==> config.mk <==
export PLATFORM = sky130hd
export DESIGN_NAME = wallace_dot_seq
export DESIGN_NICKNAME = d
export VERILOG_FILES = /design/src/rtl/wallace_dot_pkg.sv /design/src/rtl/wallaceTreeMultiplier32Bit.sv /design/src/rtl/wallace_dot_seq.sv
export SDC_FILE = /design/constraint.sdc
export NUM_CORES = 1
export LEC_CHECK = 0
export ABC_AREA = 1
export BUFFER_PORTS_ARGS = -buffer_cell sky130_fd_sc_hd__buf_2
export CAP_MARGIN = 10
export CORE_ASPECT_RATIO = 1.4
export CORE_UTILIZATION = 37
export CTS_CLUSTER_DIAMETER = 80
export DETAILED_ROUTE_END_ITERATION = 12
export GPL_ROUTABILITY_DRIVEN = 0
export PLACE_DENSITY_LB_ADDON = 0.3
export SKIP_CTS_REPAIR_TIMING = 1
export SLEW_MARGIN = 5
export SYNTH_ARGS = -nofsm -noshare
export SYNTH_HDL_FRONTEND = slang
export SYNTH_SLANG_ARGS = --single-unit
==> constraint.sdc <==
create_clock -name clk -period 3.07 [get_ports clk]
set_clock_uncertainty 0.2 [all_clocks]
set_input_delay 0.614 -clock clk [delete_from_list [all_inputs] [get_ports clk]]
set_output_delay 0.614 -clock clk [all_outputs]
set_load 0.02 [all_outputs]
==> src/rtl/wallace_dot_pkg.sv <==
// Shared types and widths for the Wallace-tree dot-product sequencer.
package wallace_dot_pkg;

  localparam int unsigned OP_W  = 32;
  localparam int unsigned ACC_W = 64;

  typedef enum logic [1:0] {
    StIdle,
    StRun,
    StDrain,
    StDone
  } state_e;

endpackage

==> src/rtl/wallaceTreeMultiplier32Bit.sv <==
// Combinational 32x32 unsigned multiplier: partial products reduced by 3:2 carry-save
// layers (32->22->15->10->7->5->4->3->2 rows) followed by one carry-propagate add.
module wallaceTreeMultiplier32Bit
  import wallace_dot_pkg::*;
(
  input  logic [OP_W-1:0]  a_i,
  input  logic [OP_W-1:0]  b_i,
  output logic [ACC_W-1:0] prod_o
);

  always_comb begin
    logic [ACC_W-1:0] pp  [32];
    logic [ACC_W-1:0] nxt [32];
    logic [ACC_W-1:0] x, y, z;
    int n, m;
    for (int i = 0; i < 32; i++) begin
      pp[i] = b_i[i] ? (ACC_W'(a_i) << i) : '0;
    end
    n = 32;
    for (int s = 0; s < 8; s++) begin
      m   = 0;
      nxt = pp;
      for (int g = 0; g < 10; g++) begin
        if (3 * g + 2 < n) begin
          x = pp[5'(3 * g)];
          y = pp[5'(3 * g + 1)];
          z = pp[5'(3 * g + 2)];
          nxt[5'(m)]     = x ^ y ^ z;
          // Carries beyond bit 63 are dropped; the full product always fits in 64 bits.
          nxt[5'(m + 1)] = ((x & y) | (x & z) | (y & z)) << 1;
          m = m + 2;
        end
      end
      for (int r = 0; r < 32; r++) begin
        if (r >= 3 * (n / 3) && r < n) begin
          nxt[5'(m)] = pp[5'(r)];
          m = m + 1;
        end
      end
      pp = nxt;
      n  = m;
    end
    prod_o = pp[0] + pp[1];
  end

endmodule

==> src/rtl/wallace_dot_seq.sv <==
// Dot-product sequencer: streams operand pairs through one shared Wallace multiplier,
// accumulates the 64-bit products and returns the sum on a valid/ready result port.
module wallace_dot_seq
  import wallace_dot_pkg::*;
#(
  parameter int unsigned LEN_W = 8
) (
  input  logic             clk,
  input  logic             rst_n,
  input  logic             start_valid,
  output logic             start_ready,
  input  logic [LEN_W-1:0] start_len,
  input  logic             op_valid,
  output logic             op_ready,
  input  logic [OP_W-1:0]  op_a,
  input  logic [OP_W-1:0]  op_b,
  output logic             res_valid,
  input  logic             res_ready,
  output logic [ACC_W-1:0] res_data,
  output logic             res_ovf,
  output logic             busy
);

  state_e           state_q, state_d;
  logic [ACC_W-1:0] acc_q, acc_d;
  logic [ACC_W-1:0] prod_q, prod_d;
  logic             prod_v_q, prod_v_d;
  logic             ovf_q, ovf_d;
  logic [LEN_W-1:0] remaining_q, remaining_d;
  logic [ACC_W-1:0] mult;
  logic [ACC_W:0]   sum;
  logic             start_hs, op_hs, res_hs;

  wallaceTreeMultiplier32Bit u_mult (
    .a_i   (op_a),
    .b_i   (op_b),
    .prod_o(mult)
  );

  assign start_hs = start_valid & start_ready;
  assign op_hs    = op_valid & op_ready;
  assign res_hs   = res_valid & res_ready;

  always_ff @(posedge clk or negedge rst_n) begin
    if (!rst_n) begin
      state_q <= StIdle;
    end else begin
      state_q <= state_d;
    end
  end

  always_comb begin
    state_d = state_q;
    unique case (state_q)
      StIdle:  if (start_hs) state_d = (start_len == '0) ? StDone : StRun;
      StRun:   if (op_hs && remaining_q == LEN_W'(1)) state_d = StDrain;
      StDrain: state_d = StDone;
      StDone:  if (res_hs) state_d = StIdle;
      default: state_d = StIdle;
    endcase
  end

  always_comb begin
    start_ready = (state_q == StIdle);
    op_ready    = (state_q == StRun);
    res_valid   = (state_q == StDone);
    busy        = (state_q != StIdle);
  end

  // Product add and start-clear never coincide: prod_v is always low in IDLE.
  always_comb begin
    sum         = {1'b0, acc_q} + {1'b0, prod_q};
    acc_d       = acc_q;
    ovf_d       = ovf_q;
    prod_d      = prod_q;
    prod_v_d    = op_hs;
    remaining_d = remaining_q;
    if (prod_v_q) begin
      acc_d = sum[ACC_W-1:0];
      ovf_d = ovf_q | sum[ACC_W];
    end
    if (start_hs) begin
      acc_d       = '0;
      ovf_d       = 1'b0;
      remaining_d = start_len;
    end
    if (op_hs) begin
      prod_d      = mult;
      remaining_d = remaining_q - LEN_W'(1);
    end
  end

  always_ff @(posedge clk or negedge rst_n) begin
    if (!rst_n) begin
      acc_q       <= '0;
      ovf_q       <= 1'b0;
      prod_q      <= '0;
      prod_v_q    <= 1'b0;
      remaining_q <= '0;
    end else begin
      acc_q       <= acc_d;
      ovf_q       <= ovf_d;
      prod_q      <= prod_d;
      prod_v_q    <= prod_v_d;
      remaining_q <= remaining_d;
    end
  end

  assign res_data = acc_q;
  assign res_ovf  = ovf_q;

endmodule

==> key figures, run 1 <==
Run status
  – Status: completed

Synthesis
  – Share of the synthesized area in the top cell type: 37.75%
  – Most common cell in the netlist: buf_4
  – Area leader, netlist: buf_4
  – Ys Warns: 0
  – Ranking of synthesized cells by area: buf_4, dfrtp_1, nand2_1
  – Register area share after synthesis: 19.36%
  – Leading cell types by count after synthesis: buf_4, nand2_1, inv_1
  – FF+latch count, synth: 10
  – Unique masters post-synth: 21
  – FFs w/ async S/R, synth: 100.0%
  – Post-synth EDFFs: 0
  – Syn Area/Cell: 6.949 um2
  – Synthesized area: 1292 um2
  – Dominant synthesized flop cell: dfrtp_1
  – Synth Instances: 186

Critical path
  – CP endpoint: busy
  – Critical path class: reg -> out
  – CP max FO: 4
  – Max incr delay on CP: 0.42 ns
  – Critical path arrival: 1.24 ns
  – Max stage delay cell, worst path: dfrtp_1
  – Cell breakdown of the critical path: inv_1 -> ha_1 -> inv_1 -> buf_2
  – Crit end category: output pin
  – Top delay family on crit path: flip-flops
  – Crit path depth: 4
  – Most common cell type on the critical path: inv_1
  – Reg2Reg Depth: 9
  – Data required, critical path: 2.26 ns
  – WP buf/inv: 3
  – Startpoint Class: flip-flop
  – Critical Path Start: state_q[0]
  – R2r endpoint: state_q[0]
  – FF-to-FF Start: state_q[1]
  – Reg2reg setup slack: 1.35 ns

CTS
  – Total CTS buffers: 3
  – CTS Root Cell: clkbuf_8
  – Clk slew on worst S/H paths: 0.05 ns
  – Htree depth: 1
  – CTS tree: built
  – CTS max path bufs: 2
  – Later-pin clock latency in the skew report: 0.24 ns
  – Clk sink count: 10

Layout
  – # nets final: 289
  – Area growth, synth to finish: -5.711%
  – Fraction of layout cells with a size suffix above 1: 15.20%
  – # diodes: 0
  – Post-Layout Cell Count: 244

Pwr
  – Worst VDD drop: 446.2 uV
  – Leakage power: 0.7415 nW
  – Sequential share of power: 25.9%
  – Overall power: 1.015 mW
  – P_sw: 0.5187 mW
  – Comb pwr share: 57.4%
  – Pint: 0.4966 mW
  – Pwr dens: 833.1 nW/um2
  – Switch share: 51.09%
  – Clock network power share: 16.7%

Worst hold path
  – Worst min-delay path category: in -> async

Floorplanning
  – Chip width: 51.95 um
  – Num rows: 25
  – Io pins: 146
  – Die area: 3737 um2
  – Initial Utilization: 38.62%
  – Core area: 3347 um2
  – Die Height: 71.93 um

STA
  – Final setup TNS: 0 ns
  – Setup violators final: 0
  – Fmax achieved: 488.0 MHz
  – Final hold violations: 0
  – Part of the cycle the worst path needs: 66.75%
  – Max-slew violations: 0
  – Tmin final: 2.049 ns
  – RSZ-0062 raised after global routing: false

Routing
  – Via density: 3.910
  – Post-Route WL: 1.921 mm
  – DR vias: 954
  – WL per Instance: 7.873 um
  – Post-route ant nets: 0
  – Starting DRT DRC Count: 9
  – DRC Markers: 0
  – DRT Pass-1 Iters: 4

Placement
  – DP Cell Count: 240
  – DP HPWL: 1.616 mm
  – IO buf count: 16

GRT
  – Total gr overflow: 0
  – Number of global-route vias before repair: 783
  – First-pass GRT wire length: 3.284 mm
  – GR Util All Layers: 11.83%
  – Initial antenna violation count: 0
  – Pin count of the biggest net entering global routing: 12

Flow run
  – Max_cap viols: 0
## worst register-to-register path, delay by kind of cell (launching register included)
| family | cells | cell delay (ns) |
|---|---|---|
| flip-flops | 1 | 0.41 |
| AND/OR/NAND/NOR | 7 | 0.66 |
| buffers and inverters | 1 | 0.11 |
| adder cells (fa/ha/maj) | 1 | 0.22 |
## per-layer routing
layer | wire, um | GRT usage (%) | part of all wire (%)
met1 | 717 | 11.92 | 37
met2 | 983 | 21.79 | 51
met3 | 157 | 1.258 | 8.2
met4 | 63 | 8.108 | 3.3
met5 | 0 | 0 | 0
## cell type report
type,count,area (um2)
fillers,386,2128
multi-input cells,152,700.7
flip-flops and latches,10,250.2
inverters,22,82.58
repair buffers,16,80.08
clock buffers,4,55.05
well taps,40,50.05
## sequential cells by signal (all words and copies together), names as in the netlist
name	count
remaining_q	8
state_q	2
## stage by stage
stage	util [%]	hold slack (ns)	instance area (um2)	setup slack, ns
after floorplan	-	0.1184	1533	1.307
after global placement	34.77	0.2974	1164	1.307
after detailed placement	34.77	0.3022	1164	1.299
after CTS	36.41	0.04129	1219	1.018
after global routing	36.41	0.04171	1219	0.9202
final	36.41	0.02719	1219	1.021
## worst min-delay path by stage
stage	slack [ns]	from	endpoint
final	0.03	rst_n	remaining_q[3]
after global routing	0.04	rst_n	remaining_q[7]
after CTS	0.04	rst_n	remaining_q[3]
after global placement	0.30	rst_n	remaining_q[3]
after detailed placement	0.30	rst_n	remaining_q[3]
after floorplan	0.12	rst_n	remaining_q[0]
## power groups by stage
| stage | registers [mW] | logic (mW) | clock network, mW |
|---|---|---|---|
| 6_report | 0.263 | 0.583 | 0.169 |
| 5_1_grt | 0.275 | 0.675 | 0.181 |
| 4_1_cts | 0.263 | 0.590 | 0.173 |
| 3_5_place_dp | 0.264 | 0.588 | 0 |
| 3_3_place_gp | 0.262 | 0.586 | 0 |
| 2_1_floorplan | 0.248 | 0.553 | 0 |
## cell usage in the layout (no fill, tap or decap), types with 4 or more instances in the layout
| cell type | netlist | routed |
|---|---|---|
| buf_2 | 0 | 16 |
| clkbuf_8 | 0 | 4 |
| conb_1 | 1 | 65 |
| ha_1 | 7 | 7 |
| nand3_1 | 15 | 15 |
| inv_2 | 4 | 4 |
| nand2_1 | 38 | 38 |
| dfrtp_1 | 10 | 10 |
| nor2_1 | 7 | 7 |
| inv_1 | 18 | 18 |
## cells by family (layout without fill, tap and decap cells)
| kind of cell | after synthesis | in the layout | share of synthesized area (%) |
|---|---|---|---|
| fa+ha+maj | 7 | 7 | 6.776 |
| compound gates | 11 | 11 | 5.034 |
| flops | 10 | 10 | 19.36 |
| simple gates | 69 | 69 | 23.52 |
| other cells | 1 | 65 | 0.2901 |
| buf+inv | 88 | 42 | 45.01 |
Note: power is estimated with default switching activity, not from simulation.
==> run 2, diff against run 1 <==
--- a/config.mk
+++ b/config.mk
@@ -9,7 +9,7 @@
 export BUFFER_PORTS_ARGS = -buffer_cell sky130_fd_sc_hd__buf_2
 export CAP_MARGIN = 10
 export CORE_ASPECT_RATIO = 1.4
-export CORE_UTILIZATION = 37
+export CORE_UTILIZATION = 34
 export CTS_CLUSTER_DIAMETER = 80
 export DETAILED_ROUTE_END_ITERATION = 12
 export GPL_ROUTABILITY_DRIVEN = 0
==> constraint.sdc (replaced) <==
create_clock -name clk -period 2 [get_ports clk]
set_clock_uncertainty 0.2 [all_clocks]
set_input_delay 0.4 -clock clk [delete_from_list [all_inputs] [get_ports clk]]
set_output_delay 0.4 -clock clk [all_outputs]
set_load 0.02 [all_outputs]
==> key figures, run 2 (synthesis gave the netlist of run 1 again) <==
STA
  – Part of the cycle the worst path needs: 89.65%
  – Max-slew violations: 0
  – Setup WS post-layout: 0.2071 ns
  – Final hold violations: 0
  – RSZ-0062 raised after global routing: false
  – Final setup TNS: 0 ns
  – Tmin final: 1.793 ns
  – Fmax achieved: 557.7 MHz
  – Setup violators final: 0
  – Worst Hold Slack: 0.2525 ns

GRT
  – Pin count of the biggest net entering global routing: 12
  – Grt met2 use: 17.28%
  – GRT met1 Usage: 11.58%
  – Global route hottest layer: met2
  – Initial antenna violation count: 0
  – First-pass GRT wire length: 2.939 mm
  – Number of global-route vias before repair: 726
  – Met3 Use GR: 0.8081%
  – GR Util All Layers: 10.33%
  – Total gr overflow: 0

Routing
  – Starting DRT DRC Count: 6
  – DRT Pass-1 Iters: 4
  – Via density: 3.883
  – Post-route ant nets: 0
  – DR vias: 959
  – Post-Route WL: 1.880 mm
  – DRC Markers: 0
  – WL per Instance: 7.611 um

Placement
  – IO buf count: 16
  – DP Cell Count: 242
  – Dpl ws: 0.2944 ns
  – Placed cell area: 1166 um2
  – DP HPWL: 1.607 mm

Critical path
  – Top delay family on crit path: flip-flops
  – Max incr delay on CP: 0.40 ns
  – CP max FO: 4
  – Max stage delay cell, worst path: dfrtp_1
  – Critical path arrival: 1.19 ns
  – Cell breakdown of the critical path: inv_1 -> ha_1 -> inv_1 -> buf_2
  – Critical path class: reg -> out
  – Critical Path Start: state_q[0]
  – WP buf/inv: 3
  – Most common cell type on the critical path: inv_1
  – Crit end category: output pin
  – Startpoint Class: flip-flop
  – FF-to-FF Start: state_q[1]
  – Data required, critical path: 1.40 ns

Pwr
  – Leakage power: 0.7456 nW
  – P_sw: 0.7807 mW
  – Pwr dens: 1255 nW/um2
  – Comb pwr share: 57.6%
  – Overall power: 1.545 mW
  – Sequential share of power: 25.8%
  – Pint: 0.7642 mW
  – Clock network power share: 16.6%
  – Switch share: 50.53%
  – Worst VDD drop: 589.6 uV

Layout
  – Most frequent cells in the layout: conb_1, nand2_1, inv_1, buf_2, nand3_1
  – Biggest register: remaining_q
  – Area growth, synth to finish: -4.744%
  – Post-Layout Cell Count: 247
  – # nets final: 290
  – Final core utilization: 33.79%
  – Multi-input logic area: 700.7 um2
  – FILL cells: 429
  – Commonest non-fill, non-tap cell in the layout: conb_1
  – Max reg flops: 8
  – Finished layout cell area: 1231 um2
  – # diodes: 0
  – Fraction of layout cells with a size suffix above 1: 15.12%
  – Reg area: 250.2 um2
  – Biggest regs: remaining_q (8), state_q (2)

CTS
  – Total CTS buffers: 3
  – CTS tree: built
  – Clk slew on worst S/H paths: 0.05 ns
  – Later-pin clock latency in the skew report: 0.24 ns
  – Htree depth: 1
  – CTS Root Cell: clkbuf_8
  – CTS max path bufs: 2
  – Clk sink count: 10

Floorplanning
  – Chip width: 54.11 um
  – Die area: 4056 um2
  – Num rows: 26
  – Initial Utilization: 35.47%
  – Die Height: 74.95 um
  – Io pins: 146
  – Core area: 3643 um2

Worst hold path
  – Worst min-delay path category: in -> reg
  – Hold Crit Start: start_len[1]

Run status
  – Status: completed

Flow run
  – Max_cap viols: 0
[run 2: path summary, 6_finish.rpt]
check                                 end  slack, ns  cells past startpoint
setup / recovery                     busy       0.21                      4
hold / removal             remaining_q[1]       0.25                      3
setup reg to reg               state_q[1]       0.30                      9
hold reg to reg            remaining_q[5]       0.30                      2
max in group asynchronous  remaining_q[5]       1.06                      2
min in group asynchronous  remaining_q[3]       0.36                      2
[run 2: metal layers]
metal  wire length, um  share of wire [%]  vias up
li1                  -                  -      477
met3               174                9.3        4
met5                 0                  0        -
met2               879                 47       68
met1               763                 41      410
met4                63                3.4        0
[run 2: power groups by stage]
stage / combinational (mW) / clock, mW / sequential (mW)
after global placement: 0.895 / 0 / 0.405
after CTS: 0.900 / 0.263 / 0.402
after global routing: 1.02 / 0.278 / 0.419
after detailed placement: 0.899 / 0 / 0.403
after floorplan: 0.848 / 0 / 0.381
final: 0.890 / 0.257 / 0.398
[run 2: area by class of cell]
cell class              count  area share (%)
repair buffers             17           7.317
well taps                  42           4.268
flip-flops and latches     10           20.33
multi-input cells         152           56.91
inverters                  22           6.707
clock buffers               4           4.472
[run 2: worst reg2reg max path, cell delays in order, from the launching register on]
cell and delay (ns):
dfrtp_1 0.41, inv_1 0.11, ha_1 0.22, nand2_2 0.14, nor2_1 0.13, nand3_1 0.12
nand2_2 0.11, nand2_2 0.06, nand2_1 0.05, nand2_1 0.04
